### config.mk
export PLATFORM = sky130hd
export DESIGN_NAME = hazard_stall_ctrl
export DESIGN_NICKNAME = d
export VERILOG_FILES = /design/src/rtl/hazard_stall_ctrl.sv
export SDC_FILE = /design/constraint.sdc
export NUM_CORES = 1
export LEC_CHECK = 0
export BUFFER_PORTS_ARGS = -buffer_cell sky130_fd_sc_hd__buf_2
export CORE_MARGIN = 8
export CORE_UTILIZATION = 52
export DETAILED_ROUTE_END_ITERATION = 12
export PLACE_DENSITY = 0.91
export SETUP_SLACK_MARGIN = 0.05
export SLEW_MARGIN = 5
export SYNTH_ARGS = -nofsm -noshare
export SYNTH_HDL_FRONTEND = slang
export SYNTH_SLANG_ARGS = --single-unit
### constraint.sdc
create_clock -name clk -period 3.8 [get_ports clk]
set_input_delay 0.38 -clock clk [delete_from_list [all_inputs] [get_ports clk]]
set_output_delay 0.38 -clock clk [all_outputs]
set_load 0.01 [all_outputs]
### src/rtl/hazard_stall_ctrl.sv
// Pipeline hazard/stall controller for a 5-stage MIPS: load-use stall, branch flush,
// and front-end freeze while a multi-cycle MULT/DIV occupies EX; counts stall cycles.
module hazard_stall_ctrl #(
  parameter int MUL_LAT = 4,
  parameter int DIV_LAT = 32,
  parameter int CNT_W   = 32
) (
  input  logic             clk,
  input  logic             rst,
  input  logic [4:0]       id_rs,
  input  logic [4:0]       id_rt,
  input  logic             id_uses_rs,
  input  logic             id_uses_rt,
  input  logic             ex_memread,
  input  logic [4:0]       ex_rt,
  input  logic             ex_md_start,
  input  logic             ex_md_is_div,
  input  logic             branch_taken,
  output logic             PCwrite,
  output logic             IFIDwrite,
  output logic             IDEXwrite,
  output logic             IDEX_bubble,
  output logic             IFID_flush,
  output logic             md_busy,
  output logic             md_done,
  output logic [CNT_W-1:0] stall_cycles
);
  localparam int CW = (DIV_LAT > 2) ? $clog2(DIV_LAT) : 1;
  localparam logic [CW-1:0] MUL_INIT = CW'(MUL_LAT - 2);
  localparam logic [CW-1:0] DIV_INIT = CW'(DIV_LAT - 2);

  typedef enum logic {RUN, BUSY} state_t;

  state_t        state, state_nxt;
  logic [CW-1:0] cnt, cnt_nxt;
  logic          md_freeze, load_use;

  always_ff @(posedge clk or posedge rst) begin
    if (rst) begin
      state <= RUN;
      cnt   <= '0;
    end else begin
      state <= state_nxt;
      cnt   <= cnt_nxt;
    end
  end

  // Latency is loaded as LAT-2: one cycle spent in RUN, one in the cnt==0 done cycle.
  always_comb begin
    state_nxt = state;
    cnt_nxt   = cnt;
    case (state)
      RUN: if (ex_md_start) begin
        state_nxt = BUSY;
        cnt_nxt   = ex_md_is_div ? DIV_INIT : MUL_INIT;
      end
      BUSY: if (cnt != '0) cnt_nxt = cnt - 1'b1;
            else           state_nxt = RUN;
      default: state_nxt = RUN;
    endcase
  end

  assign md_freeze = ((state == RUN) && ex_md_start) || ((state == BUSY) && (cnt != '0));
  assign load_use  = ex_memread && (ex_rt != 5'd0) &&
                     ((id_uses_rs && (id_rs == ex_rt)) || (id_uses_rt && (id_rt == ex_rt)));

  always_comb begin
    PCwrite     = 1'b1;
    IFIDwrite   = 1'b1;
    IDEXwrite   = 1'b1;
    IDEX_bubble = 1'b0;
    IFID_flush  = 1'b0;
    md_busy     = 1'b0;
    md_done     = 1'b0;
    if (rst) begin
      PCwrite     = 1'b0;
      IFIDwrite   = 1'b0;
      IDEXwrite   = 1'b0;
      IDEX_bubble = 1'b1;
    end else begin
      md_busy = (state == BUSY);
      md_done = (state == BUSY) && (cnt == '0);
      if (md_freeze) begin
        PCwrite   = 1'b0;
        IFIDwrite = 1'b0;
        IDEXwrite = 1'b0;
      end else if (load_use) begin
        // Branch is ignored here: its operands are not ready until the stall clears.
        PCwrite     = 1'b0;
        IFIDwrite   = 1'b0;
        IDEX_bubble = 1'b1;
      end else begin
        IFID_flush = branch_taken;
      end
    end
  end

  always_ff @(posedge clk or posedge rst) begin
    if (rst)                                         stall_cycles <= '0;
    else if (!PCwrite && (stall_cycles != {CNT_W{1'b1}})) stall_cycles <= stall_cycles + 1'b1;
  end
endmodule

==> summary.md, run 1 <==
| Metric | Value |
|---|---|
| Result of the run | finished clean |
| Number of flip-flops and latches in the synthesized netlist | 38 |
| Count of final max-slew check failures | 0 |
| First drt pass iteration count | 4 |
| Synth-to-Final Area Change | 19.6% |
| Portion of the post-synthesis area used by sequential elements | between 40 and 50% |
| Critical path fanouts, max | 18 |
| Data arrival time of the critical path | ~2.3 ns |
| Number of vias in the routed layout | 1755 |
| Path category of the worst min-delay check | input pin to async pin |
| Via count of the first global-routing pass | 1762 |
| Measured slew at the worst slew-check pin | between 0.7 and 0.8 ns |
| Hold buffer count at CTS | 0 |
| Antenna diodes | 0 |
| Share of power burned in registers | between 40 and 50% |
| Final critical delay including setup and external delays | approximately 2.7 ns |
| Weighted congestion at the end of routability-driven global placement | approximately 0.80 |
| RR Endpoint | stall_cycles[1]$_DFFE_PP0P_ |
| Clock transition at the registers of the reported paths | approximately 0.07 ns |
| Post-route clock period utilization | ~71% |
| Share of total power consumed by net switching | a little under two fifths |
| Int Power | just under 900 uW |
| Sw power | between 500 and 600 uW |
| Worst hold margin | around 0.26 ns |
| Vias per inst | between 5 and 6 |
| Number of gates resized after cts | 0 |
| Global-route usage over all layers | 15.9% |
| Final clock skew | about 0.0030 ns |
| Reported max-cap violation count | 0 |
| CTS tree | done |
| Number of sinks driven by the clock tree | 38 |
| Post-Route WL | roughly 5000 microns |
| Setup-violating endpoint count in the final report | 0 |
| Launching point of the worst reg2reg path | stall_cycles[24]$_DFFE_PP0P_ |
| Total setup buffers inserted after CTS | 0 |
| Detailed-placement wirelength estimate | ~3800 microns |
| Post-Syn Area per Cell | 10.0 sq um |
| Remaining routing DRC violations | 0 |
| Slew headroom | 47.5% |
| Number of antenna violations at the first check in global routing | 0 |
| Wire length of the first global-routing pass | a little over 8000 microns |
| Synth Warn # | 0 |
| Fraction of power consumed by combinational cells | 36.1% |
| Die Span X | roughly 80 microns |
| Classification of the worst setup path | flip-flop to primary output |
| Residual overflow from global routing | 0 |
| Area taken by multi-input logic gates | approximately 1100 sq um |
| FF/Latch Area | approximately 950 sq um |
| Required time of the critical path | approximately 3.4 ns |
| Clock root cell | sky130_fd_sc_hd__clkbuf_8 |
| Final-layout setup total negative slack | 0 ns |
| Port Buf Inserts | slightly above 60 |
| Area of the mapped netlist | approximately 2100 sq um |
| Power Density | approximately 560 nW/um^2 |
| Overall power consumption | 1.43 mW |
| Rows | 23 |
| Max Root-Sink Buffers | 2 |
| DRT antenna net count | 0 |
| Worst skew pair latency | about 0.29 ns |
| Initial core utilization | a little over half |
| Die Y | approximately 80 microns |
| Number of nets in the finished design | around 300 |
| Num CTS Buffers | 5 |
| Count of cells along the worst register-to-register path | 7 |
| Final-report hold violation count | 0 |
| Number of fill cells | 324 |
| Top-level I/O count | 62 |
| Critical Path Start Type | flip-flop |
| Post-synthesis net count | 238 |
| Layout cells sized above 1 | 27.7% |
| RSZ-0062 raised after global routing | no |
| Clock power frac | about a fifth |
| Pin count of the biggest net entering global routing | 39 |
| Area of the die | 6390 sq um |
| Placeable core region | between 3000 and 4000 sq um |
| DRT iter0 DRCs | ~140 |
| H-tree Lvls | 2 |
| Static leakage | about 1.1 nW |
| Register-to-register setup slack | 1.28 ns |
| Maximum vdd ir drop | 0.325 mV |
| Endpoint class of the critical path | primary output |
| Mapped Cells | about 210 |
| Max Clk Rate | 370 MHz |
| WL per Instance | 15.6 microns |
| Cell variety after synth | 35 |
## metal layers
layer | up-vias | global-route usage [%] | part of all wire [%]
met4 | 0 | 6.55 | 1.4
li1 | 865 | - | -
met2 | 51 | 26.2 | 51
met1 | 832 | 19.8 | 43
met3 | 7 | 2.93 | 4.8
met5 | - | 0 | 0
## cell usage in the layout (no fill, tap or decap), drive strengths merged
cell | synthesis | layout
a211oi | 1 | 1
ha | 3 | 3
a21oi | 4 | 4
inv | 6 | 6
clkbuf | 2 | 6
mux2i | 1 | 1
nor4b | 3 | 3
o21ai | 5 | 5
o22ai | 1 | 1
mux2 | 2 | 2
and2 | 3 | 3
a41o | 1 | 1
xnor2 | 14 | 14
nor4 | 15 | 15
dfrtp | 38 | 38
and3 | 6 | 6
and4 | 4 | 4
nand3 | 9 | 9
nor2 | 8 | 8
nor2b | 2 | 2
xor2 | 30 | 30
or4 | 1 | 1
buf | 7 | 65
nor3b | 2 | 2
nand4 | 8 | 8
o31ai | 1 | 1
nand2 | 22 | 22
nand3b | 1 | 1
nor3 | 12 | 12
## synthesized netlist by cell type (all sizes together)
| cell type | count | area [sq um] |
|---|---|---|
| nor3 | 12 | 60.1 |
| o31ai | 1 | 7.51 |
| o21ai | 5 | 25.0 |
| nor2 | 8 | 32.5 |
| nor3b | 2 | 15.0 |
| and2 | 3 | 18.8 |
| or4 | 1 | 7.51 |
| a21oi | 4 | 20.0 |
| dfrtp | 38 | 951 |
| nor4b | 3 | 26.3 |
| inv | 6 | 22.5 |
| and4 | 4 | 35.0 |
| nor4 | 15 | 109 |
| nand3b | 1 | 7.51 |
| a41o | 1 | 10.0 |
| and3 | 6 | 37.5 |
| nand4 | 8 | 50.1 |
| nand2 | 22 | 82.6 |
| nor2b | 2 | 12.5 |
| a211oi | 1 | 20.0 |
| xor2 | 30 | 263 |
| mux2i | 1 | 10.0 |
| o22ai | 1 | 6.26 |
| buf | 7 | 56.3 |
| nand3 | 9 | 45.0 |
| xnor2 | 14 | 123 |
| clkbuf | 2 | 7.51 |
| mux2 | 2 | 26.3 |
| ha | 3 | 37.5 |
## through the flow
step	area [sq um]	util (%)	worst slack (ns)	cells
floorplan	2120	-	1.60	212
global placement	2460	61.9	1.42	318
finish	2540	64.0	1.10	324
detailed placement	2460	61.9	1.31	318
global route	2540	64.0	0.970	324
CTS	2540	64.0	1.09	324
## cells by family (layout without fill, tap and decap cells)
| kind of cell | count (synthesis) | count (layout) | share of synthesized area (%) |
|---|---|---|---|
| simple gates | 96 | 96 | 25.4 |
| xor+xnor | 44 | 44 | 18.1 |
| flops | 38 | 38 | 44.8 |
| buf+inv | 15 | 77 | 4.06 |
| compound gates | 13 | 13 | 4.18 |
| fa+ha+maj | 3 | 3 | 1.77 |
| mux | 3 | 3 | 1.71 |
## power by group through the flow
stage               Clock [mW]  Sequential (mW)  Combinational, mW
finish                   0.272            0.641              0.517
global route             0.294            0.663              0.572
CTS                      0.279            0.641              0.525
detailed placement           0            0.645              0.524
global placement             0            0.640              0.501
floorplan                    0            0.656              0.325
## sequential cells by signal, indices dropped and copies added, names as in the netlist
name and flops:
stall_cycles 32, cnt 5, state 1
## worst max-delay path, cell delays in order (launching register included)
cell and delay [ns]:
sky130_fd_sc_hd__dfrtp_1 0.38, sky130_fd_sc_hd__inv_1 0.13, sky130_fd_sc_hd__ha_1 0.18, sky130_fd_sc_hd__nand3b_1 0.19, sky130_fd_sc_hd__mux2_2 0.41, sky130_fd_sc_hd__a211oi_4 0.21
sky130_fd_sc_hd__buf_4 0.26, sky130_fd_sc_hd__and2_1 0.15, sky130_fd_sc_hd__buf_2 0.13
## worst max path at each step
stage / start / endpoint / slack, ns / cells after the start
6_report: cnt[0]$_DFFE_PP0P_ / IFID_flush / 1.10 / 8
5_1_grt: cnt[0]$_DFFE_PP0P_ / IFID_flush / 0.97 / 8
4_1_cts: cnt[0]$_DFFE_PP0P_ / IFID_flush / 1.09 / 8
3_5_place_dp: stall_cycles[24]$_DFFE_PP0P_ / stall_cycles[1]$_DFFE_PP0P_ / 1.31 / 7
3_3_place_gp: ex_rt[1] / IFID_flush / 1.42 / 8
2_1_floorplan: ex_rt[1] / IFID_flush / 1.60 / 6
## layout make-up
cell class / count / area share, %
sequential: 38 / 37.4
multi-input combinational: 159 / 42.8
tap: 50 / 2.46
inverter: 6 / 0.886
clock buffer: 6 / 3.25
timing repair buffer: 65 / 13.2
No activity file was read; power rests on OpenSTA's default activity.
==> run 2, diff against run 1 <==
ABC_AREA = 1   (was default)
PLACE_DENSITY = 0.88   (was 0.91)
clock period = 2.7 ns   (was 3.8 ns; I/O delays follow)
==> run 2 against run 1 <==
Compared with the run above:
- hold slack got worse by 0.12 ns
- routed wire length increased by 51%
- highest routed layer unchanged
- clock power increased by 75%
==> summary.md, run 2 <==
| Metric | Value |
|---|---|
| Detailed-placement wirelength estimate | 5970 microns (+59%) |
| Path category of the worst min-delay check | input pin to async pin |
| Die Span X | 89.2 microns (+12%) |
| Cells along the critical path | inv_1 -> ha_1 -> nand4_2 -> o21ai_2 -> inv_2 -> nor2_4 -> nand2_2 -> nor2_1 -> buf_2 |
| Post-Syn Area per Cell | 6.35 sq um (-37%) |
| Number of gates resized after cts | 0 (unchanged) |
| Post-synthesis net count | 465 (+95%) |
| Setup WS post-layout | 0.409 ns (-0.687 ns) |
| Reported max-cap violation count | 0 (unchanged) |
| Family with the most delay on the worst path | simple AND/OR/NAND/NOR gates |
| Mapped Cells | 439 (+110%) |
| Maximum vdd ir drop | 0.332 mV (+2.2%) |
| Data arrival time of the critical path | 2.02 ns (-0.30 ns) |
| Final-report hold violation count | 0 (unchanged) |
| Result of the run | finished clean |
| Clock root cell | sky130_fd_sc_hd__clkbuf_8 |
| Flip-flop count of the largest register, all copies and words added | 32 (unchanged) |
| Commonest cells in the synthesized netlist | 195 x sky130_fd_sc_hd__nand2_1, 65 x sky130_fd_sc_hd__nor2_1, 38 x sky130_fd_sc_hd__dfrtp_1 |
| Max Clk Rate | between 400 and 500 MHz |
| First drt pass iteration count | 4 (unchanged) |
| Final critical delay including setup and external delays | between 2 and 2.5 ns |
| Cell variety after synth | 26 (-26%) |
| Slowest cell delay on critical path | 0.36 ns (-0.05 ns) |
| Classification of the worst setup path | flip-flop to primary output |
| Antenna diodes | 0 (unchanged) |
| Top-level I/O count | 62 (unchanged) |
| Weighted congestion at the end of routability-driven global placement | 0.946 (+18%) |
| Wire length of the first global-routing pass | 12700 microns (+54%) |
| Initial core utilization | 54.3% (+0.76 points) |
| Synth top area cells | sky130_fd_sc_hd__dfrtp_1 34%, sky130_fd_sc_hd__nand2_1 26%, sky130_fd_sc_hd__nor2_1 8.7% |
| Global-route usage over all layers | 20.6% (+4.8 points) |
| Vias per inst | 5.14 (-5.1%) |
| Die Y | 89.2 microns (+12%) |
| Proportion of netlist area held by the largest area contributor | 34.1% (-11 points) |
| Register name with the most flops | stall_cycles |
| Measured slew at the worst slew-check pin | 0.479 ns (-0.302 ns) |
| Static leakage | 1.79 nW (+56%) |
| Num CTS Buffers | 5 (unchanged) |
| Registers with the most flip-flops | stall_cycles x32, cnt x5, state x1 |
| Worst skew pair latency | 0.30 ns (about the same) |
| Leading register cell type out of synthesis | sky130_fd_sc_hd__dfrtp_1 |
| Post-route clock period utilization | a little over four fifths |
| Layout cells sized above 1 | 16.4% (-11 points) |
| Overall power consumption | 1.94 mW (+36%) |
| Most frequent standard cell in the layout excluding fill and tap cells | sky130_fd_sc_hd__nand2_1 |
| Number of flops mapped to enable cells by yosys | 0 (unchanged) |
| Crit path depth | 9 (+1) |
| Async set-or-reset flop fraction in the synthesized netlist | 100% (unchanged) |
| H-tree Lvls | 2 (unchanged) |
| Slew headroom | 67.8% (+20 points) |
| Pre-CTS setup slack | 0.610 ns (-0.697 ns) |
| WL per Instance | 13.4 microns (-14%) |
| Endpoint class of the critical path | primary output |
| RSZ-0062 raised after global routing | no |
| Post-Route WL | 7640 microns (+51%) |
| Library cell with the largest summed area after synthesis | sky130_fd_sc_hd__dfrtp_1 |
| CP bufs+invs | 3 (unchanged) |
| Slowest cell on crit path | sky130_fd_sc_hd__dfrtp_1 |
| Area of the mapped netlist | 2790 sq um (+31%) |
| Synth Warn # | 0 (unchanged) |
| Number of antenna violations at the first check in global routing | 0 (unchanged) |
| Pin count of the biggest net entering global routing | 39 (unchanged) |
| Total setup buffers inserted after CTS | 0 (unchanged) |
| Number of sinks driven by the clock tree | 38 (unchanged) |
| Number of nets in the finished design | 526 (+75%) |
| Port Buf Inserts | 61 (unchanged) |
| Critical Path Start Type | flip-flop |
| Hold buffer count at CTS | 0 (unchanged) |
| Synth-to-Final Area Change | 16.2% |
| Placeable core region | 5140 sq um (+29%) |
| Count of final max-slew check failures | 0 (unchanged) |
| Critical path fanouts, max | 17 (-1) |
| Final-layout setup total negative slack | 0 ns (unchanged) |
| DRT antenna net count | 0 (unchanged) |
| CTS tree | done |
| Top library cells by usage in the layout, fill and taps aside | 195 x sky130_fd_sc_hd__nand2_1, 65 x sky130_fd_sc_hd__nor2_1, 61 x sky130_fd_sc_hd__buf_2, 38 x sky130_fd_sc_hd__dfrtp_1, 37 x sky130_fd_sc_hd__nand3_1 |
| Number of flip-flops and latches in the synthesized netlist | 38 (unchanged) |
| Max Root-Sink Buffers | 2 (unchanged) |
| Area of the die | 7960 sq um (+25%) |
| Power Density | 599 nW/um^2 (+6.4%) |
| Most common cell in the netlist | sky130_fd_sc_hd__nand2_1 |
| Number of vias in the routed layout | 2935 (+67%) |
| Count of cells along the worst register-to-register path | 9 (+2) |
| Via count of the first global-routing pass | 2855 (+62%) |
| Required time of the critical path | 2.43 ns (-0.99 ns) |
| Rows | 26 (+13%) |
| Setup-violating endpoint count in the final report | 0 (unchanged) |
| DRT iter0 DRCs | 166 (+18%) |
| Portion of the post-synthesis area used by sequential elements | 34.1% (-11 points) |
| Final clock skew | 0.00453 ns (+0.00157 ns) |
| Remaining routing DRC violations | 0 (unchanged) |
| Residual overflow from global routing | 0 (unchanged) |
| Clock transition at the registers of the reported paths | 0.07 ns (about the same) |
[run 2: kinds of logic after synthesis]
family / synth area share, %
flops: 34.1
simple gates: 49.7
fa+ha+maj: 1.35
buf+inv: 7.27
xor+xnor: 4.71
compound gates: 2.87
[run 2: worst reg2reg max path, cell delays in order, from the launching register on]
cell and delay (ns):
sky130_fd_sc_hd__dfrtp_1 0.45, sky130_fd_sc_hd__ha_1 0.31, sky130_fd_sc_hd__inv_2 0.08, sky130_fd_sc_hd__nor2_4 0.16
sky130_fd_sc_hd__nand2_2 0.11, sky130_fd_sc_hd__nor2_4 0.16, sky130_fd_sc_hd__nand4_4 0.23, sky130_fd_sc_hd__nand2_4 0.38
sky130_fd_sc_hd__nand2_1 0.10, sky130_fd_sc_hd__nand2_1 0.08
[run 2: final cells by class]
| type | instances | area [sq um] |
|---|---|---|
| multi-input combinational | 356 | 1640 |
| clock buffer | 7 | 76.3 |
| fill | 496 | 1900 |
| tap | 70 | 87.6 |
| timing repair buffer | 64 | 328 |
| sequential | 38 | 951 |
| inverter | 35 | 131 |
| clock inverter | 1 | 30.0 |
[run 2: path summary, 6_finish.rpt]
path / start / end / slack [ns]
min reg2reg: stall_cycles[1]$_DFFE_PP0P_ / stall_cycles[1]$_DFFE_PP0P_ / 0.55
max reg2reg: stall_cycles[0]$_DFFE_PP0P_ / stall_cycles[16]$_DFFE_PP0P_ / 0.59
min: rst / stall_cycles[1]$_DFFE_PP0P_ / 0.14
max: cnt[0]$_DFFE_PP0P_ / IFID_flush / 0.41
max in group asynchronous: rst / cnt[3]$_DFFE_PP0P_ / 2.24
min in group clk: ex_md_is_div / cnt[3]$_DFFE_PP0P_ / 0.31
[run 2: metrics by stage]
stage | area, sq um | instances | hold WS [ns] | util [%]
global placement | 3130 | 563 | 0.458 | 61.0
CTS | 3240 | 571 | 0.155 | 63.0
floorplan | 2790 | 439 | 0.468 | -
finish | 3240 | 571 | 0.143 | 63.0
detailed placement | 3130 | 563 | 0.471 | 61.0
global route | 3240 | 571 | 0.187 | 63.0
[run 2: layer usage]
| layer | vias to the layer above | part of all wire, % | global-route usage (%) |
|---|---|---|---|
| li1 | 1493 | - | - |
| met1 | 1321 | 44 | 24.5 |
| met5 | - | 0 | 0 |
| met4 | 0 | 2.8 | 9.37 |
| met2 | 103 | 47 | 34.9 |
| met3 | 18 | 6.8 | 4.23 |
[run 2: power breakdown]
part / internal (mW) / total [mW] / switching, mW
Clock: 0.276 / 0.476 / 0.200
Combinational: 0.253 / 0.685 / 0.432
Sequential: 0.670 / 0.778 / 0.108
Total: 1.20 / 1.94 / 0.740
